### src/rtl/histogram_median_locator.sv
// Buffers one axis of histogram bins and scans them to find the median bin
// index and the total set-pixel count of each completed frame.
module histogram_median_locator #(
    parameter int NUM_BINS    = 240,
    parameter int BIN_WIDTH   = 8,
    parameter int INDEX_WIDTH = 8,
    parameter int SUM_WIDTH   = 16
) (
    input  logic                   clk,
    input  logic                   reset,
    input  logic [BIN_WIDTH-1:0]   histIn,
    input  logic                   histValid,
    input  logic                   flush,
    output logic [INDEX_WIDTH-1:0] medianIndex,
    output logic [SUM_WIDTH-1:0]   totalCount,
    output logic                   medianValid,
    output logic                   empty,
    output logic                   busy,
    output logic                   overrun
);

    localparam int ACC_W = SUM_WIDTH + 1;
    localparam logic [INDEX_WIDTH-1:0] LAST_BIN = INDEX_WIDTH'(NUM_BINS - 1);

    typedef enum logic [1:0] {
        IDLE,
        LOAD,
        SCAN
    } stateT;

    stateT state;
    stateT nextState;

    logic [BIN_WIDTH-1:0]   buffer [NUM_BINS];
    logic [INDEX_WIDTH-1:0] wrPtr;
    logic [INDEX_WIDTH-1:0] rdPtr;
    logic [ACC_W-1:0]       sum;
    logic [ACC_W-1:0]       cum;
    logic [ACC_W-1:0]       total;
    logic [ACC_W-1:0]       target;
    logic [ACC_W-1:0]       sumNext;
    logic [ACC_W-1:0]       cumNext;
    logic                   writeEn;
    logic                   lastBeat;
    logic                   totalZero;
    logic                   scanHit;

    always_comb begin
        sumNext   = (state == IDLE) ? ACC_W'(histIn)
                                    : sum + ACC_W'(histIn);
        cumNext   = cum + ACC_W'(buffer[rdPtr]);
        target    = (total + ACC_W'(1)) >> 1;
        totalZero = (total == '0);
        writeEn   = histValid && !flush && (state != SCAN);
        lastBeat  = writeEn &&
                    (((state == IDLE) && (NUM_BINS == 1)) ||
                     ((state == LOAD) && (wrPtr == LAST_BIN)));
        scanHit   = (state == SCAN) && (totalZero || (cumNext >= target));
    end

    always_comb begin
        nextState = state;
        unique case (state)
            IDLE: begin
                if (histValid) begin
                    nextState = lastBeat ? SCAN : LOAD;
                end
            end
            LOAD: begin
                if (lastBeat) begin
                    nextState = SCAN;
                end
            end
            SCAN: begin
                if (scanHit) begin
                    nextState = IDLE;
                end
            end
            default: nextState = IDLE;
        endcase
        if (flush) begin
            nextState = IDLE;
        end
    end

    always_ff @(posedge clk or negedge reset) begin
        if (!reset) begin
            state <= IDLE;
        end else begin
            state <= nextState;
        end
    end

    // Bin storage carries no reset so it can map onto RAM.
    always_ff @(posedge clk) begin
        if (writeEn) begin
            buffer[wrPtr] <= histIn;
        end
    end

    always_ff @(posedge clk or negedge reset) begin
        if (!reset) begin
            wrPtr       <= '0;
            rdPtr       <= '0;
            sum         <= '0;
            cum         <= '0;
            total       <= '0;
            medianIndex <= '0;
            totalCount  <= '0;
            medianValid <= 1'b0;
            empty       <= 1'b0;
            overrun     <= 1'b0;
        end else if (flush) begin
            wrPtr       <= '0;
            rdPtr       <= '0;
            sum         <= '0;
            cum         <= '0;
            total       <= '0;
            medianIndex <= '0;
            totalCount  <= '0;
            medianValid <= 1'b0;
            empty       <= 1'b0;
            overrun     <= 1'b0;
        end else begin
            medianValid <= 1'b0;
            if (writeEn) begin
                sum <= sumNext;
                if (lastBeat) begin
                    total <= sumNext;
                    cum   <= '0;
                    rdPtr <= '0;
                    wrPtr <= '0;
                end else begin
                    wrPtr <= wrPtr + INDEX_WIDTH'(1);
                end
            end
            if (state == SCAN) begin
                // Beats arriving while the scan runs are lost, so flag them.
                if (histValid) begin
                    overrun <= 1'b1;
                end
                if (totalZero) begin
                    medianIndex <= '0;
                    totalCount  <= '0;
                    empty       <= 1'b1;
                    medianValid <= 1'b1;
                end else if (cumNext >= target) begin
                    medianIndex <= rdPtr;
                    totalCount  <= total[SUM_WIDTH-1:0];
                    empty       <= 1'b0;
                    medianValid <= 1'b1;
                end else begin
                    cum   <= cumNext;
                    rdPtr <= rdPtr + INDEX_WIDTH'(1);
                end
            end
        end
    end

    assign busy = (state == LOAD) || (state == SCAN);

endmodule

### config.mk
export PLATFORM = sky130hd
export DESIGN_NAME = histogram_median_locator
export DESIGN_NICKNAME = d
export VERILOG_FILES = /design/src/rtl/histogram_median_locator.sv
export SDC_FILE = /design/constraint.sdc
export NUM_CORES = 2
export LEC_CHECK = 0
export CAP_MARGIN = 20
export CELL_PAD_IN_SITES_DETAIL_PLACEMENT = 1
export CELL_PAD_IN_SITES_GLOBAL_PLACEMENT = 2
export CORE_MARGIN = 5
export CORE_UTILIZATION = 54
export CTS_CLUSTER_DIAMETER = 80
export DETAILED_ROUTE_END_ITERATION = 12
export DONT_BUFFER_PORTS = 1
export PLACE_DENSITY_LB_ADDON = 0.1
export SLEW_MARGIN = 20
export SYNTH_ARGS = -nofsm -noshare
export SYNTH_HDL_FRONTEND = slang
export SYNTH_SLANG_ARGS = --single-unit
export TNS_END_PERCENT = 30
### constraint.sdc
create_clock -name clk -period 8.9 [get_ports clk]
set_input_delay 1.78 -clock clk [delete_from_list [all_inputs] [get_ports clk]]
set_output_delay 1.78 -clock clk [all_outputs]
set_load 0.01 [all_outputs]
# After elaboration in Yosys (flattened, before gate mapping)
# Memory sizes are Yosys's and may differ from the RTL's.
# Cells that the tools add are included.
# word_totals
regBits	96
ramBits	1920
in_bits	12
out_inout_bits	28
elab_cells	92
mem_count	1
# op_classes
add_sub_neg	5
order_cmp	1
eq_ne	7
mux	48
reduce_logical	19
# memory_table
memory	words	word_bits	read_ports	rd_clocked_by_memory_dff	write_ports	line_no	text
buffer	240	8	1	0	1	34	logic [BIN_WIDTH-1:0] buffer [NUM_BINS];
# op_table
cell	count
$mux 17	12
$mux 8	13
$mux 16	4
$add 17x8->17	2
$add 17x1->17 const B	1
$ge 17x16->1	1
$logic_not 17->1	1
$add 8x1->8 const B	2
$mux 1	13
$mux 2	5
$ne 3x3->1 const B	3
$eq 8x8->1 const B	1
$reduce_bool 2->1	4
$pmux 2 s3	1
$reduce_and 2->1	3
$logic_and 1x1->1	5
$reduce_and 3->1	1
$reduce_bool 3->1	1
$eq 2x1->1 const B	1
$eq 2x2->1 const B	1
$logic_not 2->1	1
$logic_or 1x1->1	2
$ne 2x2->1 const B	1
$logic_not 1->1	1

# Depth between registers and ports, before layout
# depth
depth_word	10
mapped_depth	30
ltp_nobuf	22

# Least setup slack after synthesis
# Ideal clock, no wire load.
# synth_timing
kind	register -> register
startpoint	register rdPtr[0]
endpoint	register rdPtr[7]
setup_ps	125
arrival_time_ps	5966
t_required_ps	8775
path_slack_ps	2809
stages_incl_launch_ff	27
n_path_buf	5
synth_period_minus_slack_ps	6091
cell_sequence	dfrtp_1 -> buf_4 -> buf_6 -> buf_6 -> buf_2 -> mux4_2 -> a211oi_1 -> o21ai_0 -> and3_1 -> o41ai_1 -> nor3_1 -> ha_1 -> fa_1 -> a211oi_2 -> o21ai_1 -> a31o_4 -> nand3_1 -> xnor2_1 -> ha_1 -> a21oi_1 -> o22ai_1 -> o211ai_1 -> nand3_1 -> or4b_1 -> buf_2 -> nor4_1 -> mux2_2
# synth_via
elab_chain_cells	7
word_cells_on_any_way	8
cone_classes	add/sub: 2; order compare: 1; mux: 4; memory: 1
# synth_rtl
item	line_no	text
start, declared	36	logic [INDEX_WIDTH-1:0] rdPtr;
start signal, assigned	154	rdPtr <= rdPtr + INDEX_WIDTH'(1);
$mem_v2 240x8	-	
$add 17x8->17	51	cumNext = cum + ACC_W'(buffer[rdPtr]);
$ge 17x16->1	147	end else if (cumNext >= target) begin
$mux 8 (*)	147	
$mux 8 (*)	142	if (totalZero) begin
$mux 8 (*)	137	if (state == SCAN) begin
$mux 8 (*)	113	end else if (flush) begin
# Every way passes the cells marked *; elsewhere a longest branch is shown, timed or not.
# A chain may end at the register's enable or synchronous reset.

# Worst setup path in the final report
# Ends and elaborated chain as after synthesis.

==> qor.csv <==
stage;metric;value;unit
status;status;finished, final reports clean;
sta;slew_viol_final;0;
logic_synthesis;synthesis.nets;4219;
routing;ant_nets;0;
pwr;power_density;210;nW/um^2
grt;grt_usage;0.279;
floorplanning;io_pins;40;
sta;fin_crit_sh;0.938;
sta;tightest_slew;1.18;ns
layout;regArea;60100;um^2
cts;holdBufCountCts;0;
logic_synthesis;syn_area_per_cell;19.4;um^2
setup_path;cp_num_buf_inv;4;
min_path;hold_end;sum[2]$_DFFE_PN0P_;
min_path;hold_depth;2;
routing;wl_per_cell;34.4;um
run;cap_violations;0;
pwr;vdd.ir_drop.worst;0.192;mV
min_path;hold_path.startpoint;sum[2]$_DFFE_PN0P_;
sta;setup_ws;0.550;ns
grt;grt_start_max_net_pins;244;
floorplanning;dieArea;157000;um^2
layout;syn2layout_area_growth;10.6;%
place;place_ws;0.684;ns
place;port_buffers;0;
grt;grt_pass1_wl;315000;um
logic_synthesis;yosysWarnings;0;
sta;setup_viol;0;
floorplanning;core;148000;um^2
cts;clockBufferDepth;3;
sta;fmax;0.120;GHz
cts;post_cts_resized;0;
logic_synthesis;synth_edf_count;1920;
routing;avgViaCountPerCell;6.49;
setup_path;crit_family;compound AO/OA/AOI/OAI gates;
logic_synthesis;synth_cell_type_count;68;
cts;post_cts_buffers;0;
layout;layout-drive-gt1-share;0.205;
setup_path;critPathRequiredTime;9.59;ns
floorplanning;dieHeight;397;um
cts;clock_latency;0.81;ns
routing;dr.pass1.iters;5;
place;globalplace.congestion;0.882;
routing;drtIter0Drc;3810;
cts;cts_tree;yes;
sta;final-hold-violation-count;0;
place;hpwl;131000;um
routing;vias;41000;
cts;cts_made_buffers;200;
setup_path;critPathKind;flop to flop;
setup_path;crit_fanout;32;
floorplanning;rows;141;
routing;routed_wl;217000;um
sta;clock_skew;0.0238;ns
logic_synthesis;netlist_instances;4161;
cts;cts-root-buf;clkbuf_16;
logic_synthesis;synth-seq-cells;2016;
cts;cts-htree-levels;4;
logic_synthesis;seq_area_frac_synth;0.744;
cts;clock_sinks;2016;
setup_path;reg2reg_to;rdPtr[7]$_DFF_PN0_;
setup_path;cp-end-kind;flop;
grt;antenna_found_initial;5;
grt;grt_overflow_total;0;
setup_path;reg2reg_from;rdPtr[0]$_DFF_PN0_;
setup_path;crit_slowest_cell;dfrtp_4;
setup_path;slowest_delay;0.97;ns
layout;nets;4282;
sta;slew_headroom;0.213;
setup_path;arrival;9.04;ns
floorplanning;start_util;0.544;
layout;fill_cells;12400;
sta;fin_setup_tns;0;ns
layout;multi_input_area;19400;um^2
floorplanning;die_x;397;um
setup_path;r2r_setup_slack;0.55;ns
logic_synthesis;syn_area;80700;um^2
routing;drc;0;
logic_synthesis;async_flop_share;0.0476;
setup_path;worstRegToRegCells;25;
setup_path;cp-start-kind;flop;
grt;grt_pass1_vias;42800;
sta;rsz0062_at_grt;false;
sta;fin_crit;8.35;ns
min_path;holdCritPathClass;flop to flop;
logic_synthesis;ys.flop_type;edfxtp_1;
cts;clkTransAtPathRegs;0.06;ns
pwr;power.leakage;27.5;nW
-- layer usage --
metal / vias to the layer above / share of wire / global-route usage / routed length (um)
met2: 1540 / 0.48 / 0.446 / 105000
met3: 357 / 0.069 / 0.0535 / 15000
met4: 2 / 0.039 / 0.0953 / 8510
met1: 22100 / 0.41 / 0.391 / 88800
met5: - / 0.000083 / 0 / 18
li1: 17100 / - / - / -
-- stage by stage --
step	cell area [um^2]	power [mW]	hold slack, ns	util	std cells
2_1_floorplan	80700	10.8	0.479	-	4161
3_3_place_gp	83000	10.9	0.501	0.560	5951
3_5_place_dp	83000	10.9	0.510	0.560	5951
4_1_cts	89200	18.9	0.528	0.602	6316
5_1_grt	89200	19.4	0.541	0.602	6317
6_report	89200	18.8	0.530	0.602	6318
-- worst max-delay path by stage --
stage,startpoint,to,slack (ns),depth (start not counted)
2_1_floorplan,rdPtr[0]$_DFF_PN0_,rdPtr[7]$_DFF_PN0_,2.81,26
3_3_place_gp,rdPtr[0]$_DFF_PN0_,rdPtr[7]$_DFF_PN0_,0.64,24
3_5_place_dp,rdPtr[0]$_DFF_PN0_,rdPtr[7]$_DFF_PN0_,0.68,24
4_1_cts,rdPtr[0]$_DFF_PN0_,rdPtr[7]$_DFF_PN0_,0.62,24
5_1_grt,rdPtr[0]$_DFF_PN0_,rdPtr[7]$_DFF_PN0_,0.25,25
6_report,rdPtr[0]$_DFF_PN0_,rdPtr[7]$_DFF_PN0_,0.55,25
-- kinds of logic after synthesis --
family                     share of synthesized area
AOI/OAI and AO/OA                             0.0317
xor gates and xnor gates                     0.00532
adders and majority gates                    0.00732
buffers and inverters                         0.0167
DFF                                            0.744
muxes                                          0.155
and+or+nand+nor                               0.0396
-- cell usage after synthesis (all sizes together) (25+ instances only) --
cell type  count  share of area
a21oi        103         0.0064
a22oi         41         0.0038
and3          25         0.0019
buf          117         0.0096
clkbuf       129         0.0060
dfrtp         96          0.030
edfxtp      1920           0.71
ha            44         0.0068
mux2i        202          0.025
mux4         455           0.13
nand2        135         0.0063
nand3        104         0.0065
nor2         325          0.015
o21ai         76         0.0047
xnor2         32         0.0035
-- cells in the final DEF (no fill, tap or decap), types with 16 or more instances in the layout --
cell type	n
a211oi_1	23
a21oi_1	103
a22o_1	18
a22oi_1	41
and3_1	25
buf_12	16
buf_4	90
clkbuf_1	44
clkbuf_16	204
clkinv_1	52
clkinv_2	33
dfrtp_1	90
edfxtp_1	1920
ha_1	44
inv_1	22
mux2_2	21
mux2i_1	202
mux4_2	455
nand2_1	135
nand2b_1	17
nand3_1	94
nor2_1	321
nor2b_1	20
o211ai_1	22
o21ai_0	73
o221ai_1	16
o22ai_1	18
xnor2_1	32
xor2_1	17
-- report_power, final --
| group | internal (mW) | total (mW) | switching (mW) |
|---|---|---|---|
| Combinational | 0.114 | 0.329 | 0.215 |
| Sequential | 10.4 | 10.4 | 0.0173 |
| Clock | 4.46 | 8.02 | 3.56 |
| Total | 15.0 | 18.8 | 3.79 |
-- sequential cells by signal, summed over array words and instances (netlist names) --
register / flops
cum: 17
rdPtr: 8
buffer: 1920
medianIndex: 8
empty: 1
medianValid: 1
totalCount: 16
state: 2
sum: 17
total: 17
wrPtr: 8
overrun: 1
-- worst reg2reg max path: stages (launching register included) --
cell and delay, ns:
dfrtp_4 0.97, buf_12 0.29, buf_12 0.29, buf_4 0.38, mux4_2 0.55, nand2_1 0.09, a21oi_1 0.19, a2111oi_0 0.91
a21oi_1 0.16, o211ai_1 0.14, nor2_1 0.15, ha_1 0.35, a21o_1 0.14, nand2_1 0.09, a2111oi_0 0.56, buf_4 0.23
o21ai_0 0.10, xnor2_1 0.23, ha_1 0.28, nand3_1 0.12, o22ai_1 0.09, o211ai_1 0.18, nand3_1 0.19, or4b_1 0.79
nor4_1 0.39, mux2_2 0.37
-- final cells by class --
class,instances,share of cell area
sequential,2016,0.674
multi-input combinational,1875,0.217
inverter,24,0.00107
clock buffer,255,0.0602
timing repair buffer,107,0.0115
antenna,1,0.0000281
tap,1930,0.0271
clock inverter,110,0.00931
No activity file was read; power rests on OpenSTA's default activity.
